File: src/rtl/rf_write_arbiter_pkg.sv
// Shared types for the register-file write-port arbiter: request struct,
// grant-source encoding and widths.
package rf_write_arbiter_pkg;
  localparam int REG_W  = 5;
  localparam int DATA_W = 32;

  typedef struct packed {
    logic              we;
    logic [REG_W-1:0]  wa;
    logic [DATA_W-1:0] wd;
  } wr_req_t;

  typedef enum logic [1:0] {GNT_NONE, GNT_WB, GNT_BUF} gnt_src_e;

  // r0 is hardwired zero, so a write aimed at it is a no-op
  function automatic logic is_live(input logic [REG_W-1:0] wa);
    return wa != '0;
  endfunction
endpackage

File: src/rtl/rf_write_arbiter_if.sv
// Bundle of writeback, long-latency, decode-hazard and register-file signals
// around the write-port arbiter.
interface rf_write_arbiter_if;
  import rf_write_arbiter_pkg::*;

  logic              wb_we;
  logic [REG_W-1:0]  wb_wa;
  logic [DATA_W-1:0] wb_wd;
  logic              wb_hold;
  logic              sec_valid;
  logic [REG_W-1:0]  sec_wa;
  logic [DATA_W-1:0] sec_wd;
  logic              sec_ready;
  logic              iss_valid;
  logic [REG_W-1:0]  iss_wa;
  logic [REG_W-1:0]  dec_ra1;
  logic [REG_W-1:0]  dec_ra2;
  logic              dec_we;
  logic [REG_W-1:0]  dec_wa;
  logic              dec_stall;
  logic              rf_we;
  logic [REG_W-1:0]  rf_wa;
  logic [DATA_W-1:0] rf_wd;

  modport master (
    output wb_we, wb_wa, wb_wd, sec_valid, sec_wa, sec_wd,
           iss_valid, iss_wa, dec_ra1, dec_ra2, dec_we, dec_wa,
    input  wb_hold, sec_ready, dec_stall, rf_we, rf_wa, rf_wd
  );

  modport slave (
    input  wb_we, wb_wa, wb_wd, sec_valid, sec_wa, sec_wd,
           iss_valid, iss_wa, dec_ra1, dec_ra2, dec_we, dec_wa,
    output wb_hold, sec_ready, dec_stall, rf_we, rf_wa, rf_wd
  );
endinterface

File: src/rtl/rf_wr_fifo.sv
// Completion buffer for long-latency results; head is visible combinationally,
// so an entry becomes grantable the cycle after it is pushed.
module rf_wr_fifo
  import rf_write_arbiter_pkg::*;
#(
  parameter int DEPTH = 2
) (
  input  logic    clk,
  input  logic    rst_n,
  input  logic    push,
  input  logic    pop,
  input  wr_req_t din,
  output wr_req_t head,
  output logic    full,
  output logic    empty
);
  localparam int AW = $clog2(DEPTH);

  wr_req_t       mem [DEPTH];
  logic [AW:0]   wp, rp;
  logic          push_ok, pop_ok;

  // extra pointer MSB distinguishes full from empty
  assign empty   = (wp == rp);
  assign full    = (wp[AW] != rp[AW]) && (wp[AW-1:0] == rp[AW-1:0]);
  assign head    = mem[rp[AW-1:0]];
  assign pop_ok  = pop && !empty;
  assign push_ok = push && (!full || pop_ok);

  always_ff @(posedge clk or negedge rst_n) begin
    if (!rst_n) begin
      wp <= '0;
      rp <= '0;
    end else begin
      if (push_ok) wp <= wp + 1'b1;
      if (pop_ok)  rp <= rp + 1'b1;
    end
  end

  always_ff @(posedge clk) begin
    if (push_ok) mem[wp[AW-1:0]] <= din;
  end
endmodule

File: src/rtl/rf_write_arbiter.sv
// Single register-file write port shared by writeback and a long-latency unit,
// with starvation protection and a pending-write scoreboard for decode hazards.
module rf_write_arbiter
  import rf_write_arbiter_pkg::*;
#(
  parameter int DEPTH        = 2,
  parameter int STARVE_LIMIT = 4
) (
  input  logic clk,
  input  logic rst_n,
  rf_write_arbiter_if.slave bus
);
  localparam int SW = $clog2(STARVE_LIMIT + 1);

  wr_req_t     head, push_req;
  logic        full, empty, push, pop, ready;
  logic        wb_req, starve_hit;
  logic [SW-1:0] starve_q, starve_d;
  logic [31:0] pend_q, pend_d;
  gnt_src_e    gnt;

  assign wb_req     = bus.wb_we && is_live(bus.wb_wa);
  assign starve_hit = !empty && (starve_q == SW'(STARVE_LIMIT));

  always_comb begin
    gnt = GNT_NONE;
    if (!rst_n)          gnt = GNT_NONE;
    else if (starve_hit) gnt = GNT_BUF;
    else if (wb_req)     gnt = GNT_WB;
    else if (!empty)     gnt = GNT_BUF;
  end

  assign pop      = (gnt == GNT_BUF);
  assign ready    = rst_n && !full;
  assign push     = bus.sec_valid && ready && is_live(bus.sec_wa);
  assign push_req = '{we: 1'b1, wa: bus.sec_wa, wd: bus.sec_wd};

  rf_wr_fifo #(.DEPTH(DEPTH)) u_fifo (
    .clk   (clk),
    .rst_n (rst_n),
    .push  (push),
    .pop   (pop),
    .din   (push_req),
    .head  (head),
    .full  (full),
    .empty (empty)
  );

  // Register file writes on the falling edge, so the port is driven combinationally
  always_comb begin
    bus.rf_we = 1'b0;
    bus.rf_wa = '0;
    bus.rf_wd = '0;
    case (gnt)
      GNT_WB: begin
        bus.rf_we = 1'b1;
        bus.rf_wa = bus.wb_wa;
        bus.rf_wd = bus.wb_wd;
      end
      GNT_BUF: begin
        bus.rf_we = head.we;
        bus.rf_wa = head.wa;
        bus.rf_wd = head.wd;
      end
      default: ;
    endcase
  end

  assign bus.wb_hold   = (gnt == GNT_BUF) && wb_req;
  assign bus.sec_ready = ready;

  always_comb begin
    starve_d = starve_q;
    if (empty || pop)
      starve_d = '0;
    else if (gnt == GNT_WB && starve_q != SW'(STARVE_LIMIT))
      starve_d = starve_q + 1'b1;
  end

  // Clear first so a same-cycle re-issue to the drained register stays pending
  always_comb begin
    pend_d = pend_q;
    if (pop) pend_d[head.wa] = 1'b0;
    if (bus.iss_valid) pend_d[bus.iss_wa] = 1'b1;
    pend_d[0] = 1'b0;
  end

  always_ff @(posedge clk or negedge rst_n) begin
    if (!rst_n) begin
      starve_q <= '0;
      pend_q   <= '0;
    end else begin
      starve_q <= starve_d;
      pend_q   <= pend_d;
    end
  end

  assign bus.dec_stall = rst_n && (pend_q[bus.dec_ra1] || pend_q[bus.dec_ra2] ||
                                   (bus.dec_we && pend_q[bus.dec_wa]) ||
                                   (bus.iss_valid && pend_q[bus.iss_wa]));
endmodule

File: src/flat_wrapper.sv
// flat-port wrapper written by rule: the top's interface ports become plain ports
module rf_write_arbiter_flat import rf_write_arbiter_pkg::*;
#(
  parameter int DEPTH        = 2,
  parameter int STARVE_LIMIT = 4
)
  (clk, rst_n, bus_wb_we, bus_wb_wa, bus_wb_wd, bus_sec_valid, bus_sec_wa, bus_sec_wd, bus_iss_valid, bus_iss_wa, bus_dec_ra1, bus_dec_ra2, bus_dec_we, bus_dec_wa, bus_wb_hold, bus_sec_ready, bus_dec_stall, bus_rf_we, bus_rf_wa, bus_rf_wd);
  rf_write_arbiter_if bus_i ();
  input  logic clk;
  input  logic rst_n;
  input wire logic [$bits(bus_i.wb_we)-1:0] bus_wb_we;
  input wire logic [$bits(bus_i.wb_wa)-1:0] bus_wb_wa;
  input wire logic [$bits(bus_i.wb_wd)-1:0] bus_wb_wd;
  input wire logic [$bits(bus_i.sec_valid)-1:0] bus_sec_valid;
  input wire logic [$bits(bus_i.sec_wa)-1:0] bus_sec_wa;
  input wire logic [$bits(bus_i.sec_wd)-1:0] bus_sec_wd;
  input wire logic [$bits(bus_i.iss_valid)-1:0] bus_iss_valid;
  input wire logic [$bits(bus_i.iss_wa)-1:0] bus_iss_wa;
  input wire logic [$bits(bus_i.dec_ra1)-1:0] bus_dec_ra1;
  input wire logic [$bits(bus_i.dec_ra2)-1:0] bus_dec_ra2;
  input wire logic [$bits(bus_i.dec_we)-1:0] bus_dec_we;
  input wire logic [$bits(bus_i.dec_wa)-1:0] bus_dec_wa;
  output wire logic [$bits(bus_i.wb_hold)-1:0] bus_wb_hold;
  output wire logic [$bits(bus_i.sec_ready)-1:0] bus_sec_ready;
  output wire logic [$bits(bus_i.dec_stall)-1:0] bus_dec_stall;
  output wire logic [$bits(bus_i.rf_we)-1:0] bus_rf_we;
  output wire logic [$bits(bus_i.rf_wa)-1:0] bus_rf_wa;
  output wire logic [$bits(bus_i.rf_wd)-1:0] bus_rf_wd;
  assign bus_i.wb_we = bus_wb_we;
  assign bus_i.wb_wa = bus_wb_wa;
  assign bus_i.wb_wd = bus_wb_wd;
  assign bus_i.sec_valid = bus_sec_valid;
  assign bus_i.sec_wa = bus_sec_wa;
  assign bus_i.sec_wd = bus_sec_wd;
  assign bus_i.iss_valid = bus_iss_valid;
  assign bus_i.iss_wa = bus_iss_wa;
  assign bus_i.dec_ra1 = bus_dec_ra1;
  assign bus_i.dec_ra2 = bus_dec_ra2;
  assign bus_i.dec_we = bus_dec_we;
  assign bus_i.dec_wa = bus_dec_wa;
  assign bus_wb_hold = bus_i.wb_hold;
  assign bus_sec_ready = bus_i.sec_ready;
  assign bus_dec_stall = bus_i.dec_stall;
  assign bus_rf_we = bus_i.rf_we;
  assign bus_rf_wa = bus_i.rf_wa;
  assign bus_rf_wd = bus_i.rf_wd;
  rf_write_arbiter #(.DEPTH(DEPTH), .STARVE_LIMIT(STARVE_LIMIT)) u_core (.clk(clk), .rst_n(rst_n), .bus(bus_i));
endmodule
File: config.mk
export PLATFORM = sky130hd
export DESIGN_NAME = rf_write_arbiter_flat
export DESIGN_NICKNAME = d
export VERILOG_FILES = /design/src/rtl/rf_write_arbiter_pkg.sv /design/src/rtl/rf_write_arbiter_if.sv /design/src/rtl/rf_wr_fifo.sv /design/src/rtl/rf_write_arbiter.sv /design/src/flat_wrapper.sv
export SDC_FILE = /design/constraint.sdc
export NUM_CORES = 1
export LEC_CHECK = 0
export ABC_CLOCK_PERIOD_IN_PS = 4500
export CORE_MARGIN = 3
export CORE_UTILIZATION = 41
export DETAILED_ROUTE_END_ITERATION = 6
export GPL_ROUTABILITY_DRIVEN = 0
export PLACE_DENSITY_LB_ADDON = 0.05
export SLEW_MARGIN = 20
export SYNTH_ARGS = -nofsm -noshare
export SYNTH_HDL_FRONTEND = slang
export SYNTH_SLANG_ARGS = --single-unit
File: constraint.sdc
create_clock -name clk -period 4.5 [get_ports clk]
set_input_delay 0.45 -clock clk [delete_from_list [all_inputs] [get_ports clk]]
set_output_delay 0.45 -clock clk [all_outputs]
set_load 0.05 [all_outputs]
==> metrics.txt <==
# TYPE chip_impl_metric gauge
chip_impl_info{name="status",value="finished, final reports clean"} 1
chip_impl_metric{name="placement_rows",unit=""} 43
chip_impl_info{name="grt_setup_unrepaired",value="false"} 1
chip_impl_metric{name="critical_path_cell_count",unit=""} 8
chip_impl_info{name="critical_path_class",value="in2out"} 1
chip_impl_metric{name="number_of_nets_in_the_layout",unit=""} 737
chip_impl_metric{name="synth.distinct_cells",unit=""} 43
chip_impl_metric{name="dp_worst_setup_slack",unit="ns"} 0.584
chip_impl_metric{name="slew-limit-headroom",unit="%"} 35.1
chip_impl_metric{name="synth.net_count",unit=""} 602
chip_impl_metric{name="postRouteAntennaNets",unit=""} 0
chip_impl_metric{name="vdd.ir_drop.worst",unit="uV"} 260
chip_impl_metric{name="fin_ws",unit="ns"} 0.559
chip_impl_info{name="path_cells",value="clkdlybuf4s50_1 -> mux2i_1 -> o32ai_1 -> nor4_1 -> a31oi_1 -> nor4_1 -> a41oi_1 -> clkdlybuf4s50_1"} 1
chip_impl_metric{name="power_per_cell_area",unit="nW/um2"} 497
chip_impl_metric{name="total_of_buffers_placed_on_input_and_output_ports",unit=""} 140
chip_impl_metric{name="grt_first_pass_wirelength",unit="um"} 25000
chip_impl_metric{name="route.final.wire_length",unit="um"} 15700
chip_impl_metric{name="postSynthCellCount",unit=""} 497
chip_impl_metric{name="largest_net_degree_at_the_start_of_global_routing",unit=""} 39
chip_impl_metric{name="reg_clk_slew_reported_paths",unit="ns"} 0.07
chip_impl_info{name="r2r_end",value="u_core.starve_q[1]"} 1
chip_impl_metric{name="tightest_slew",unit="ns"} 0.973
chip_impl_metric{name="start_util",unit="%"} 42.7
chip_impl_info{name="critical_path.startpoint_type",value="input pin"} 1
chip_impl_metric{name="dpl_cell_area",unit="um2"} 7950
chip_impl_metric{name="routedWlPerCell",unit="um"} 19.3
chip_impl_metric{name="r2r_setup_slack",unit="ns"} 1.47
chip_impl_metric{name="post_cts_resize_count",unit=""} 0
chip_impl_metric{name="cts-root-to-sink-buffers",unit=""} 2
chip_impl_metric{name="drc",unit=""} 0
chip_impl_metric{name="timing.reg2reg.worst_path_depth",unit=""} 9
chip_impl_metric{name="cts_inserted_buffers",unit=""} 9
chip_impl_metric{name="max_freq",unit="MHz"} 254
chip_impl_metric{name="ys_warn_count",unit=""} 0
chip_impl_metric{name="num_antenna_cells",unit=""} 0
chip_impl_info{name="post-synth-top-area-cell",value="sky130_fd_sc_hd__edfxtp_1"} 1
chip_impl_info{name="crit-reg2reg-launch",value="u_core.u_fifo.rp[0]"} 1
chip_impl_info{name="critPathCaptureType",value="output port"} 1
chip_impl_metric{name="yosys_register_bits",unit=""} 112
chip_impl_info{name="worst_setup_path_endpoint",value="bus_dec_stall"} 1
chip_impl_metric{name="core-area",unit="um2"} 14100
chip_impl_info{name="worst_hold_path_type",value="in2async"} 1
chip_impl_info{name="cts_tree",value="yes"} 1
chip_impl_metric{name="gr_ovfl_total",unit=""} 0
chip_impl_metric{name="io_pins",unit=""} 141
chip_impl_metric{name="post_drt_via_cell_ratio",unit=""} 5.74
chip_impl_metric{name="min_period_over_period",unit="%"} 87.6
chip_impl_metric{name="synth_sequential_area_ratio",unit="%"} 52.5
chip_impl_info{name="timing.critical_path.max_delay_family",value="buffers and inverters"} 1
chip_impl_metric{name="latest_clock_arrival_within_the_worst_skew_pair",unit="ns"} 0.35
chip_impl_metric{name="ys_async_sr_fraction",unit="%"} 33.9
chip_impl_metric{name="place.detailed.hpwl",unit="um"} 11600
chip_impl_info{name="clk_root_buffer_cell",value="sky130_fd_sc_hd__clkbuf_16"} 1
chip_impl_metric{name="cp_max_fo",unit=""} 13
chip_impl_metric{name="track_usage",unit="%"} 19.5
chip_impl_metric{name="design.die.area",unit="um2"} 16200
chip_impl_metric{name="first_iter_violations",unit=""} 366
chip_impl_metric{name="cts.sinks",unit=""} 112
chip_impl_metric{name="syn_area",unit="um2"} 6040
chip_impl_metric{name="cap_viol_max_count",unit=""} 0
chip_impl_metric{name="die_w",unit="um"} 127
chip_impl_info{name="timing.critical_path.from",value="bus_iss_wa[0]"} 1
chip_impl_metric{name="final.min_clock_period",unit="ns"} 3.94
chip_impl_metric{name="final-hold-violation-count",unit=""} 0
chip_impl_metric{name="timing.hold.ws",unit="ns"} 0.480
chip_impl_metric{name="synth_edf_count",unit=""} 74
chip_impl_metric{name="total_power",unit="uW"} 4110
chip_impl_metric{name="max_stage_delay",unit="ns"} 0.91
chip_impl_metric{name="leakagePower",unit="uW"} 0.00296
chip_impl_metric{name="route.vias.total",unit=""} 4689
chip_impl_metric{name="wp_buf_inv",unit=""} 2
chip_impl_metric{name="fin_skew",unit="ns"} 0.00868
chip_impl_metric{name="post_layout_inst_area",unit="um2"} 8270
chip_impl_metric{name="cts_htree_levels",unit=""} 3
chip_impl_metric{name="required",unit="ns"} 4.05
chip_impl_metric{name="crit_arrival",unit="ns"} 3.49
chip_impl_info{name="worst_path_max_delay_cell",value="sky130_fd_sc_hd__clkdlybuf4s50_1"} 1
chip_impl_metric{name="die_height",unit="um"} 127
chip_impl_metric{name="drt-pass1-iter-count",unit=""} 5
chip_impl_metric{name="slew_viol_final",unit=""} 0
chip_impl_metric{name="post_route_cells_drive_above_1_share",unit="%"} 20.9
chip_impl_info{name="netlist_top_cells_area",value="sky130_fd_sc_hd__edfxtp_1 (37%), sky130_fd_sc_hd__dfrtp_1 (16%), sky130_fd_sc_hd__mux4_2 (7.5%)"} 1
chip_impl_metric{name="area_growth",unit="%"} 36.9
chip_impl_info{name="synth_top_flop_cell",value="sky130_fd_sc_hd__edfxtp_1"} 1
chip_impl_metric{name="synth_top_cell_area_share",unit="%"} 36.8
chip_impl_metric{name="synth.avg_cell_area",unit="um2"} 12.2
chip_impl_metric{name="first_global_vias",unit=""} 4821
chip_impl_metric{name="finalSetupTns",unit="ns"} 0
chip_impl_metric{name="setup_viol",unit=""} 0
chip_impl_metric{name="grt_antenna_before_repair",unit=""} 0
-- worst min-delay path by stage --
stage / end / slack (ns) / cells past startpoint
final: u_core.u_fifo.wp[1] / 0.48 / 2
after global routing: u_core.u_fifo.wp[1] / 0.50 / 2
after CTS: u_core.u_fifo.wp[1] / 0.48 / 2
after detailed placement: u_core.u_fifo.wp[0] / 0.32 / 1
after global placement: u_core.u_fifo.wp[0] / 0.32 / 1
after floorplan: u_core.pend_q[10] / 0.15 / 0
-- cell usage after synthesis (all sizes together) (3+ instances only) --
| cell | instances |
|---|---|
| nand2 | 24 |
| xnor2 | 5 |
| edfxtp | 74 |
| nor4 | 6 |
| o21ai | 68 |
| dfrtp | 38 |
| ha | 5 |
| a21oi | 6 |
| o211ai | 3 |
| mux2 | 38 |
| nor3 | 8 |
| clkbuf | 10 |
| or2 | 3 |
| mux2i | 28 |
| inv | 10 |
| o32ai | 4 |
| a22oi | 36 |
| mux4 | 22 |
| buf | 19 |
| xor2 | 4 |
| nand2b | 6 |
| nand3b | 4 |
| nor2 | 49 |
| nand3 | 7 |
| or3 | 3 |
-- cells by family after synthesis --
group                      after synthesis  synth area share (%)
AOI/OAI and AO/OA                      123                  12.5
xor gates and xnor gates                 9                  1.31
adders and majority gates                5                  1.04
buffers and inverters                   39                  2.94
DFF                                    112                  52.5
muxes                                   88                  20.1
and+or+nand+nor                        121                  9.68
-- placed cells by master, fill, tap and decap left out, types with 2 or more instances in the layout --
cell type                         netlist  layout
sky130_fd_sc_hd__nand3b_1               4       4
sky130_fd_sc_hd__nor4_1                 6       6
sky130_fd_sc_hd__or2_2                  3       3
sky130_fd_sc_hd__clkdlybuf4s50_1        0     101
sky130_fd_sc_hd__buf_4                  0      16
sky130_fd_sc_hd__nor2b_1                2       2
sky130_fd_sc_hd__mux2i_1               28      28
sky130_fd_sc_hd__o211ai_1               2       2
sky130_fd_sc_hd__nand2_1               24      24
sky130_fd_sc_hd__ha_1                   5       5
sky130_fd_sc_hd__inv_1                 10      11
sky130_fd_sc_hd__mux4_1                 2       2
sky130_fd_sc_hd__buf_12                 0      34
sky130_fd_sc_hd__or4_1                  2       2
sky130_fd_sc_hd__mux2_2                38      38
sky130_fd_sc_hd__a21oi_1                6       6
sky130_fd_sc_hd__o32ai_1                4       4
sky130_fd_sc_hd__or3_1                  3       3
sky130_fd_sc_hd__nand2b_1               6       6
sky130_fd_sc_hd__or4b_2                 2       2
sky130_fd_sc_hd__nor3_1                 8       7
sky130_fd_sc_hd__o21ai_0               68      68
sky130_fd_sc_hd__xor2_1                 4       4
sky130_fd_sc_hd__nand3_1                7       7
sky130_fd_sc_hd__dfrtp_1               38      37
sky130_fd_sc_hd__clkbuf_16              0      10
sky130_fd_sc_hd__nor2_1                49      49
sky130_fd_sc_hd__a22oi_1               36      36
sky130_fd_sc_hd__xnor2_1                5       5
sky130_fd_sc_hd__edfxtp_1              74      74
sky130_fd_sc_hd__mux4_2                20      20
-- worst reg2reg max path: stages, from the launching register on --
cell and delay, ns:
sky130_fd_sc_hd__dfrtp_2 0.59, sky130_fd_sc_hd__xor2_1 0.25, sky130_fd_sc_hd__nor2_1 0.27, sky130_fd_sc_hd__o21ai_0 0.13
sky130_fd_sc_hd__nor2_1 0.16, sky130_fd_sc_hd__ha_1 0.72, sky130_fd_sc_hd__buf_4 0.39, sky130_fd_sc_hd__nand2_1 0.15
sky130_fd_sc_hd__mux2i_1 0.14, sky130_fd_sc_hd__nor3_1 0.13
-- per-layer routing --
| metal | track usage (%) | up-vias | routed length [um] |
|---|---|---|---|
| met1 | 25.9 | 2273 | 6870 |
| li1 | - | 2185 | - |
| met2 | 31.7 | 206 | 7410 |
| met5 | 0 | - | 0 |
| met4 | 6.37 | 0 | 282 |
| met3 | 4.56 | 25 | 1180 |
-- repair_timing --
item | 4_1_cts | 5_1_grt
setup endpoints to repair | 0 | 0
hold buffers | 1 | 0
buffers inserted | 0 | 0
endpoints found under the hold margin | 5 | 0
-- per-stage QoR --
step                      util (%)  instances
final                         58.4        817
after global routing          58.4        817
after CTS                     58.4        817
after detailed placement      56.2        800
after global placement        56.2        800
after floorplan                  -        497
-- area by class of cell --
type	count	area [um2]
fill	1171	5880
sequential	112	3170
multi-input combinational	346	2700
timing repair buffer	153	1830
clock buffer	11	264
tap	180	225
inverter	10	37.5
clock inverter	5	36.3
-- flip-flops by register name, indices dropped and copies added (netlist names) --
register and flops:
u_core.u_fifo.mem 74, u_core.pend_q 31, u_core.starve_q 3, u_core.u_fifo.rp 2, u_core.u_fifo.wp 2
-- power by group --
| part | total (uW) | leakage, uW | internal, uW | switching, uW |
|---|---|---|---|---|
| Combinational | 1660 | 0.00169 | 804 | 855 |
| Sequential | 1660 | 0.00112 | 1370 | 285 |
| Clock | 790 | 0.000150 | 428 | 363 |
| Total | 4110 | 0.00296 | 2600 | 1500 |
Note: power is estimated with default switching activity, not from simulation.
